===== config.mk =====
export PLATFORM = sky130hd
export DESIGN_NAME = pipeline_rr_arbiter
export DESIGN_NICKNAME = d
export VERILOG_FILES = /design/src/rtl/pipeline_rr_arbiter.sv
export SDC_FILE = /design/constraint.sdc
export NUM_CORES = 1
export LEC_CHECK = 0
export ABC_AREA = 1
export ABC_CLOCK_PERIOD_IN_PS = 1600
export CAP_MARGIN = 5
export CORE_MARGIN = 5
export CORE_UTILIZATION = 36
export DETAILED_ROUTE_END_ITERATION = 8
export PLACE_DENSITY = 0.76
export SYNTH_ARGS = -nofsm -noshare
export SYNTH_HDL_FRONTEND = slang
export SYNTH_SLANG_ARGS = --single-unit

===== constraint.sdc =====
create_clock -name clk_i -period 1.6 [get_ports clk_i]
set_input_delay 0.16 -clock clk_i [delete_from_list [all_inputs] [get_ports clk_i]]
set_output_delay 0.16 -clock clk_i [all_outputs]
set_load 0.01 [all_outputs]

===== src/rtl/pipeline_rr_arbiter.sv =====
// Round-robin arbiter feeding one registered valid/ready output stage from NUM_REQ requesters.
// The output register refills in the same cycle it drains, so a held-ready sink sees one word per cycle.
module pipeline_rr_arbiter #(
   parameter int unsigned DW      = 8,
   parameter int unsigned NUM_REQ = 4,
   localparam int unsigned IW     = $clog2(NUM_REQ)
) (
   input  logic                         clk_i,
   input  logic                         arst_ni,
   input  logic                         clear_i,
   input  logic [NUM_REQ-1:0][DW-1:0]   data_in_i,
   input  logic [NUM_REQ-1:0]           data_in_valid_i,
   output logic [NUM_REQ-1:0]           data_in_ready_o,
   output logic [DW-1:0]                data_out_o,
   output logic [IW-1:0]                data_out_id_o,
   output logic                         data_out_valid_o,
   input  logic                         data_out_ready_i
);

   localparam logic [IW-1:0] LAST_IDX = IW'(NUM_REQ - 1);

   logic          full_q, full_d;
   logic [DW-1:0] data_q, data_d;
   logic [IW-1:0] id_q,   id_d;
   logic [IW-1:0] ptr_q,  ptr_d;

   logic          space;
   logic          hi_found, lo_found, grant_found, accept;
   logic [IW-1:0] hi_idx, lo_idx, grant_idx;

   assign space = ~full_q | data_out_ready_i;

   // Rotating priority as two fixed-priority scans: indices at/above ptr win over those below it.
   always_comb begin
      hi_found = 1'b0;
      lo_found = 1'b0;
      hi_idx   = '0;
      lo_idx   = '0;
      for (int unsigned i = 0; i < NUM_REQ; i++) begin
         if (data_in_valid_i[i] && (IW'(i) >= ptr_q) && !hi_found) begin
            hi_found = 1'b1;
            hi_idx   = IW'(i);
         end
         if (data_in_valid_i[i] && (IW'(i) < ptr_q) && !lo_found) begin
            lo_found = 1'b1;
            lo_idx   = IW'(i);
         end
      end
      grant_found = hi_found | lo_found;
      grant_idx   = hi_found ? hi_idx : lo_idx;
   end

   // Ready is also masked by arst_ni so nothing is handshaken while reset is held.
   assign accept = grant_found & space & ~clear_i & arst_ni;

   always_comb begin
      data_in_ready_o = '0;
      for (int unsigned i = 0; i < NUM_REQ; i++) begin
         data_in_ready_o[i] = accept & (grant_idx == IW'(i));
      end
   end

   always_comb begin
      full_d = full_q;
      data_d = data_q;
      id_d   = id_q;
      ptr_d  = ptr_q;
      if (clear_i) begin
         full_d = 1'b0;
         ptr_d  = '0;
      end else if (accept) begin
         full_d = 1'b1;
         data_d = data_in_i[grant_idx];
         id_d   = grant_idx;
         ptr_d  = (grant_idx == LAST_IDX) ? '0 : grant_idx + IW'(1);
      end else if (full_q && data_out_ready_i) begin
         full_d = 1'b0;
      end
   end

   always_ff @(posedge clk_i or negedge arst_ni) begin
      if (!arst_ni) begin
         full_q <= 1'b0;
         data_q <= '0;
         id_q   <= '0;
         ptr_q  <= '0;
      end else begin
         full_q <= full_d;
         data_q <= data_d;
         id_q   <= id_d;
         ptr_q  <= ptr_d;
      end
   end

   assign data_out_o       = data_q;
   assign data_out_id_o    = id_q;
   assign data_out_valid_o = full_q;

endmodule

Word-level counts from Yosys, hierarchy flattened. Cells that the tools add are included.

Add/subtract/negate cells: 1. Multipliers: 0. Divide/modulo/power cells: 0. Order comparisons: 9. Equal/unequal tests: 3. Shift operators: 0. Multiplexer cells: 23. Bitwise operators: 11. Reduce and logical (&&, ||, !) cells: 25.

Operators by type and width (count): binary-select mux 8 bit (select 2 bit) (1); two-way mux 2 bit (8); logical AND 1 bit (15); two-way mux 1 bit (13); two-way mux 8 bit (1); AND 1 bit (7); zero test 1 bit (6); == test 2 bit (second input constant) (2); >= comparator 1 x 2 -> 1 bit (first input constant) (2); >= comparator 2 bit (first input constant) (2); < comparator 1 x 2 -> 1 bit (first input constant) (2); < comparator 2 bit (first input constant) (2); < comparator 2 x 3 -> 1 bit (second input constant) (1); nonzero test 3 bit (1); adder 2 x 1 -> 2 bit (second input constant) (1); == test 2 x 1 -> 1 bit (second input constant) (1); zero test 2 bit (1); inverter 1 bit (2); OR 1 bit (2); AND reduction 2 bit (1); nonzero test 2 bit (1).

Register bits: 13. Bits in latches: 0. Memory bits (writable): 0. ROM bits: 0. Input bits: 40. Output and inout port bits: 15. Word-level logic and storage cells: 76. Memories: 0.

Longest topological paths before layout. Gate-level depths: netlist (run 1).

Word-level depth: 18. Depth in mapped cells: 12. Depth with buffers taken out: 11.

Worst setup path after synthesis (run 1). No wires, ideal clock.

Path type: register to output. Start: register ptr_q[1]. End: output data_in_ready_o[3]. Arrival time: 1.422 ns. Required time: 1.440 ns. Slack: 0.018 ns. Stages on the path, launching flop included: 10. Cells stage by stage: dfrtp_1 > nand2_1 > nand2_1 > or2_0 > nand2_1 > nand2_2 > inv_2 > ha_1 > inv_1 > nor2_1.

Elaborated cells between the ends (all ways): 49. Those cells by class: order compare: 8; eq/ne: 1; mux: 15; bitwise: 5; reduce/logical: 20.

RTL lines: start, declared (RTL line 25) `logic [IW-1:0] ptr_q, ptr_d;`; start signal, assigned (RTL line 91) `ptr_q <= ptr_d;`; < comparator 1 x 2 -> 1 bit or >= comparator 1 x 2 -> 1 bit (tied branches) (RTL line 44, 40); logical AND 1 bit (on tied branches) (RTL line 44, 40); two-way mux 1 bit (on tied branches) (RTL line 44, 40); zero test 1 bit (on tied branches) (RTL line 44, 40); logical AND 1 bit (on tied branches) (RTL line 44, 40); two-way mux 1 bit (on tied branches) (RTL line 44, 40); zero test 1 bit (on tied branches) (RTL line 44, 40); logical AND 1 bit (on tied branches) (RTL line 44, 40); two-way mux 1 bit (on tied branches) (RTL line 44, 40); zero test 1 bit (on tied branches) (RTL line 44, 40); logical AND 1 bit (on tied branches) (RTL line 44, 40); two-way mux 2 bit, or another cell as far along (RTL line 44) `if (data_in_valid_i[i] && (IW'(i) < ptr_q) && !lo_found) begin`; two-way mux 2 bit * (RTL line 50) `grant_idx = hi_found ? hi_idx : lo_idx;`; named net grant_idx[1] (RTL line 29) `logic [IW-1:0] hi_idx, lo_idx, grant_idx;`; == test 2 bit * (RTL line 59) `data_in_ready_o[i] = accept & (grant_idx == IW'(i));`; AND 1 bit * (RTL line 59); end, declared (RTL line 13) `output logic [NUM_REQ-1:0] data_in_ready_o,`.

The timed path passes the listed nets; every way through them passes the cells marked *.

Worst setup path in the final report (run 1).
Start: register ptr_q[1]. End: output data_in_ready_o[1].

Longest elaborated chain between the ends: 17. Elaborated cells between the ends (all ways): 49. Those cells by class: order compare: 8; eq/ne: 1; mux: 15; bitwise: 5; reduce/logical: 20.

RTL lines: >= comparator 1 x 2 -> 1 bit or < comparator 1 x 2 -> 1 bit (tied branches) (RTL line 40, 44); logical AND 1 bit (on tied branches) (RTL line 40, 44); two-way mux 1 bit (on tied branches) (RTL line 40, 44); zero test 1 bit (on tied branches) (RTL line 40, 44); logical AND 1 bit (on tied branches) (RTL line 40, 44); two-way mux 1 bit (on tied branches) (RTL line 40, 44); zero test 1 bit (on tied branches) (RTL line 40, 44); logical AND 1 bit (on tied branches) (RTL line 40, 44); two-way mux 1 bit (on tied branches) (RTL line 40, 44); zero test 1 bit (on tied branches) (RTL line 40, 44); logical AND 1 bit (on tied branches) (RTL line 40, 44); two-way mux 1 bit (on tied branches) (RTL line 40, 44); OR 1 bit (RTL line 49) `grant_found = hi_found | lo_found;`; AND 1 bit (3 in a row) (RTL line 54) `assign accept = grant_found & space & ~clear_i & arst_ni;`; AND 1 bit * (RTL line 59).

Every way passes the cells marked *; elsewhere a longest branch is shown, timed or not.

==> summary.md, run 1 <==
The tool flagged a number of max-cap violations equal to 0. In this design, the stage delay of the slowest critical-path cell is 0.48 ns. Setup violations remaining at the end of the flow were counted as 16. The fraction of final layout cells with drive strength greater than 1 is 0.2383, and the power per unit of standard cell area is 781.8 nW/um^2.

After the flow finishes, the layout carries non-filler instances totaling 287. The run gives 0 as the antenna diode count. Setup repair after global routing could not meet its margin everywhere. The clock net in this run drives a total of 13 sinks. TritonCTS created 3 clock buffers. Counting flops and latches in the post-synthesis netlist gives 13. The die covers 4199 sq um. Synthesis produced a netlist with a net count of 222.

In the final layout, the multi-input gates occupy 680.7 sq um. OpenSTA, run right after detailed placement, puts the worst setup slack at -0.6105 ns. Summing all flip-flop and latch instances after layout gives 327.8 sq um. The run gives 574.6 uV as the worst ir drop on vdd. In the layout the commonest cells are 61 x nand2_1, 50 x clkdlybuf4s50_1, 32 x inv_1. The run gives 0.3821 as the initial standard-cell utilization of the core. The net count of the finished layout is 301. The synthesized area per cell was 6.073 sq um. After layout, the design draws a total of 1.527 mW. Of all cell types, the one taking the most synthesized area is dfrtp_1.

TritonCTS built the clock tree. Between clock sinks in the finished design, the worst skew comes to 0.001250 ns. For this block, the routed nets add up to 3259 um of wire. The tools report the worst setup margin as -0.3250 ns.

The number of buffers between clock root and the deepest sink came out at 2. The die is 64.80 um wide. The final reports fail on setup timing.

Sequential element share of the synthesized area: 0.3009. The flow ran to the end, but the final reports show violations. Entering global routing, the biggest net connects 14 pins. The area added between synthesis and finish works out to 80.67%.

The worst setup path is captured at a primary output. Summed over all cells, the static leakage comes to 1.016 nW. The run gives 0 as the number of antenna violations at the first check in global routing. In this run the worst hold path is classified as in2async. Number of hold-slack violations in the final timing report: 0. The number of primary I/O pins was 55.

The wire length of the first global-routing pass is 5257 um, and the top cell type's share of synthesized area is 0.3009. Including well taps, the total number of placed cells is 274. The library cell contributing the largest single delay on the critical path is dfrtp_2.

Traced cell by cell, the critical path runs through nand2_2 -> nand2_2 -> or2_1 -> nand2_4 -> nand2_4 -> buf_6 -> ha_4 -> inv_2 -> nor2_2 -> buf_2. The tightest slew margin relative to the limit is 0.8842, and the synthesized netlist cell count is 178. Buffers placed on the I/O ports in this run total 54.

For the post-detailed-placement half-perimeter wirelength, the log shows 2318 um. Leaving out fill and tap cells, the most frequent cell in the layout is nand2_1. In the final routed layout, each cell accounts on average for 11.36 um.

After the first detailed-routing iteration, the DRC count stood at 49. The die is 64.80 um tall. For the critical path arrival, the log shows 1.77 ns. Derived from the worst setup path, the maximum achievable clock frequency is 519.5 MHz. Clock latency on the worst-skew pair: 0.28 ns.

The run gives 1 as the H-tree depth. The critical path is of the reg2out type. The ratio of final minimum period to clock period is 1.203. For the required time of the critical path, the log shows 1.44 ns.

The clock-pin transition on the worst setup and hold timing paths is 0.08 ns, and the via count of the first global-routing pass is 1,202. Final critical-path required period: 1.925 ns. Yosys printed 0 warnings.

The number of vias per cell was 4.540; the number of fill cells was 251. At the end of routability-driven placement, the weighted congestion stood at 0.7649. The distinct cell type count after synthesis came out at 19. For this run the aggregate overflow at the end of global routing stands at 0. The detail route stage leaves a number of antenna-violating nets equal to 0.

The cell sitting at the root of the clock tree is a clkbuf_4. Ranked by total cell area, the synthesized netlist is headed by dfrtp_1 30%, nand2_1 23%, nand3_1 13%. The worst setup path is launched from a flop.

The routed layout has 1,303 vias. The run gives 0 as the number of buffers added to fix hold violations after cts. After floorplanning, the core was sized to cover 2829 sq um. The first detailed-routing pass ran for 5 iterations. The run gives 1081 sq um as the combined area of all synthesized cells. The top fanout value on the critical path is 6, and the number of cell rows is 19.

The final-report max-slew violation count is 0. The logs give 0.1532 for the total routing resource utilization after global routing and 0 for the post-route DRC violation count. The transition time at the pin with the least slew margin was 0.1719 ns.
## registers in the layout (all words and copies together) (netlist names)
register          cells
data_out_valid_o      1
ptr_q                 2
data_out_o            8
data_out_id_o         2
## layout make-up
cell class / count / share of cell area
well taps: 31 / 0.01986
flip-flops and latches: 13 / 0.1678
inverters: 38 / 0.07815
repair buffers: 78 / 0.3722
multi-input cells: 123 / 0.3485
clock buffers: 4 / 0.01345
## kinds of logic after synthesis
logic type / synth area share
AO/OA/AOI/OAI: 0.03241
buffers and inverters: 0.1620
adder cells (fa/ha/maj): 0.04630
AND/OR/NAND/NOR: 0.4583
flip-flops: 0.3009
## power by group
part,internal [mW],leakage [nW],switching (mW)
combinational,0.459,0.842,0.386
clock,0.0967,0.0150,0.116
sequential,0.411,0.159,0.0584
## worst max-delay path: cells and delay by family (launching register included)
| family | cells | cell delay (ns) |
|---|---|---|
| simple gates | 6 | 0.55 |
| flops | 1 | 0.48 |
| buf+inv | 3 | 0.31 |
| fa+ha+maj | 1 | 0.15 |
## metrics by stage
step                utilization  cell area [sq um]  hold WS [ns]  setup TNS, ns
detailed placement       0.6152               1740        0.4696         -5.513
CTS                      0.6555               1854        0.2217         -3.091
global placement         0.6152               1740        0.4700         -5.285
floorplan                     -               1081       -0.1356              0
finish                   0.6904               1953        0.2266         -3.813
global route             0.6904               1953        0.2293         -5.595
## repair_timing
item                       in CTS  in global routing
buffers inserted                5                  4
gates resized for setup        37                 20
pin swaps                      11                 10
setup endpoints to repair      16                 16
gates cloned                    0                  0
## synth_stat cells (all sizes together)
master	n
inv	38
nor2	13
a21oi	2
dfrtp	13
or2	1
ha	4
nand3	30
nand4	1
buf	4
nand2	69
o21ai	2
o21a	1
## metal layers
metal  up-vias  global-route usage  wire length [um]  share of wire
met3         2             0.05527               284          0.087
met1       573              0.1970              1369           0.42
li1        688                   -                 -              -
met4         0             0.01583                10         0.0031
met2        40              0.2554              1595           0.49
met5         -                   0                 0              0
## path summary, 6_finish.rpt
check / from / endpoint / slack [ns] / depth (start not counted)
max: ptr_q[1] / data_in_ready_o[1] / -0.33 / 10
max reg2reg: ptr_q[1] / data_out_id_o[0] / -0.29 / 11
min reg2reg: data_out_o[7] / data_out_o[7] / 0.48 / 2
min in group clk_i: data_out_o[7] / data_out_o[7] / 0.48 / 2
min: arst_ni / ptr_q[1] / 0.23 / 2
max in group asynchronous: arst_ni / ptr_q[0] / 1.20 / 2
Power figures use the tool's default switching activity.
==> run 2, diff against run 1 <==
Settings changed: TNS_END_PERCENT set to 1.
==> summary.md, run 2 (synthesis results as in run 1) <==
The flow ran to the end, but the final reports show violations. The final reports fail on setup timing. Port buffering added 54 buffers. Summed over all nets, the half-perimeter wirelength after detailed placement is 2318 um. The run gives 0.8842 as the tightest slew margin relative to the limit. The first global-routing pass estimated 5168 um of wire. The critical path arrival was 1.76 ns. The critical path class is reg2out. The final-report max-slew violation count came out at 0. IR analysis of the VDD net gives a maximum drop of 570.7 uV.

The number of routed nets with antenna violations was 0. The fraction of final layout cells with drive strength greater than 1 was 0.2183; the clock latency on the worst-skew pair was 0.28 ns. Across the routed clock network, the largest skew measured is 0.001221 ns. Measured in cells, the most critical reg-to-reg path has a length of 9. The top fanout value on the critical path is 6.

The die height works out to 64.80 um. The final layout contains routed wiring with a total length of 3142 um. The area added between synthesis and finish is 76.04%, and the horizontal die dimension is 64.80 um. The residual overflow from global routing was 0. The H-tree depth was 1. For the number of optimization iterations in the first detailed-route pass, the log shows 4.

For this run, the number of standard cells in the final layout without fillers is 283. The tools report the master cell of the clock root buffer as clkbuf_4. For the pin with the worst max-slew slack, the measured transition is 0.1718 ns. The number of vias per cell works out to 4.537. The most common cell after layout, fill and taps aside was nand2_1.

Clock tree synthesis found a total of 13 sinks. The number of primary I/O pins was 55; the setup violation total in the final timing report was 16. The run gives 3 as the total CTS buffers. Critical path startpoint category: a flop. In this run the core area contains 19 standard-cell rows. The die covers 4199 sq um. The register with the most flip-flops in the layout has 8 of them.

For this block, the initial DRC count from the detailed router was 48. The average detailed-routed wire length per instance works out to 11.10 um. The logs give 0 for the antenna diode count and 0 for the number of antenna violations at the first check in global routing.

Highest clock rate: 521.0 MHz. The number of hold-slack violations in the final timing report was 0; the number of fill cells was 268. The worst setup margin was -0.3195 ns; the ratio of final minimum period to clock period was 1.200.

Max-cap violations in this run came to 0. The worst path needs 1.919 ns of the cycle, external delays included. Clock-pin transition on the worst setup and hold timing paths: 0.08 ns. Including well taps, the total number of placed cells is 274. The number of buffers between clock root and the deepest sink was 2.

The type of the most critical hold path is in2async. The area of the placeable core is 2829 sq um. Post-route DRC violation count: 0. The via count of the first global-routing pass was 1,181. STA classifies the critical path endpoint as a primary output. The finished cells cover 1903 sq um. For the number of nets in the layout, the log shows 297.

At the end of routability-driven placement, the weighted congestion stood at 0.7649. For the initial standard-cell utilization of the core, the log shows 0.3821. In the layout the commonest cells are 62 x nand2_1, 50 x clkdlybuf4s50_1, 33 x inv_1. The tools report the total routing resource utilization after global routing as 0.1506.

Setup repair after global routing could not meet its margin everywhere. After detailed placement, the total cell area comes to 1740 sq um. The tools report the required time of the critical path as 1.44 ns. For this design the static power due to leakage is 0.9907 nW.

TritonCTS built the clock tree. Detailed routing inserted a total of 1,284 vias. Entering global routing, the biggest net connects 14 pins. The power per unit of standard cell area was 784.7 nW/um^2.
run 2: layer usage:
layer / track usage / part of all wire / wire length, um / vias to the layer above
met5: 0 / 0 / 0 / -
met4: 0.01583 / 0 / 0 / 0
met3: 0.05354 / 0.076 / 239 / 0
met2: 0.2490 / 0.49 / 1554 / 34
met1: 0.1959 / 0.43 / 1348 / 568
li1: - / - / - / 682
run 2: report_power, final:
group	internal [mW]	switching (mW)	total, mW
clock	0.0967	0.115	0.212
sequential	0.411	0.0584	0.469
combinational	0.438	0.374	0.812
total	0.946	0.547	1.49
run 2: final timing paths:
path	to	slack (ns)	startpoint
worst max register to register	data_out_id_o[0]	-0.22	ptr_q[1]
max in group asynchronous	ptr_q[0]	1.20	arst_ni
worst min-delay path	ptr_q[1]	0.23	arst_ni
min in group clk_i	data_out_o[7]	0.49	data_out_o[7]
worst min register to register	data_out_o[7]	0.49	data_out_o[7]
worst max-delay path	data_in_ready_o[1]	-0.32	ptr_q[1]
run 2: cell type report:
| cell class | count | area, sq um | share of cell area |
|---|---|---|---|
| Multi-Input combinational cell | 123 | 673.1 | 0.3537 |
| Inverter | 38 | 152.6 | 0.08021 |
| Timing Repair Buffer | 74 | 684.4 | 0.3596 |
| Tap cell | 31 | 38.79 | 0.02038 |
| Clock buffer | 4 | 26.28 | 0.01381 |
| Sequential cell | 13 | 327.8 | 0.1723 |
run 2: critical path: stages, from the launching register on:
cell	delay (ns)
dfrtp_2	0.48
nand2_2	0.10
nand2_1	0.06
or2_0	0.21
nand2_2	0.08
nand2_4	0.06
buf_6	0.13
ha_4	0.15
inv_2	0.04
nor2_2	0.03
buf_2	0.14
run 2: timing repair:
action,4_1_cts,5_1_grt
buffers inserted,3,2
pin swaps,9,11
setup endpoints to repair,16,16
resized for setup,32,17
hold buffers,0,0
endpoints found under the hold margin,0,0
run 2: through the flow:
stage	total power [mW]	worst slack, ns	utilization	TNS [ns]	hold WS, ns
floorplan	0.8062	0.01849	-	0	-0.1356
global placement	1.186	-0.6166	0.6152	-5.285	0.4700
detailed placement	1.191	-0.6105	0.6152	-5.513	0.4696
CTS	1.455	-0.3041	0.6431	-2.703	0.2217
global route	1.614	-0.4158	0.6727	-5.266	0.2293
finish	1.493	-0.3195	0.6727	-3.392	0.2258
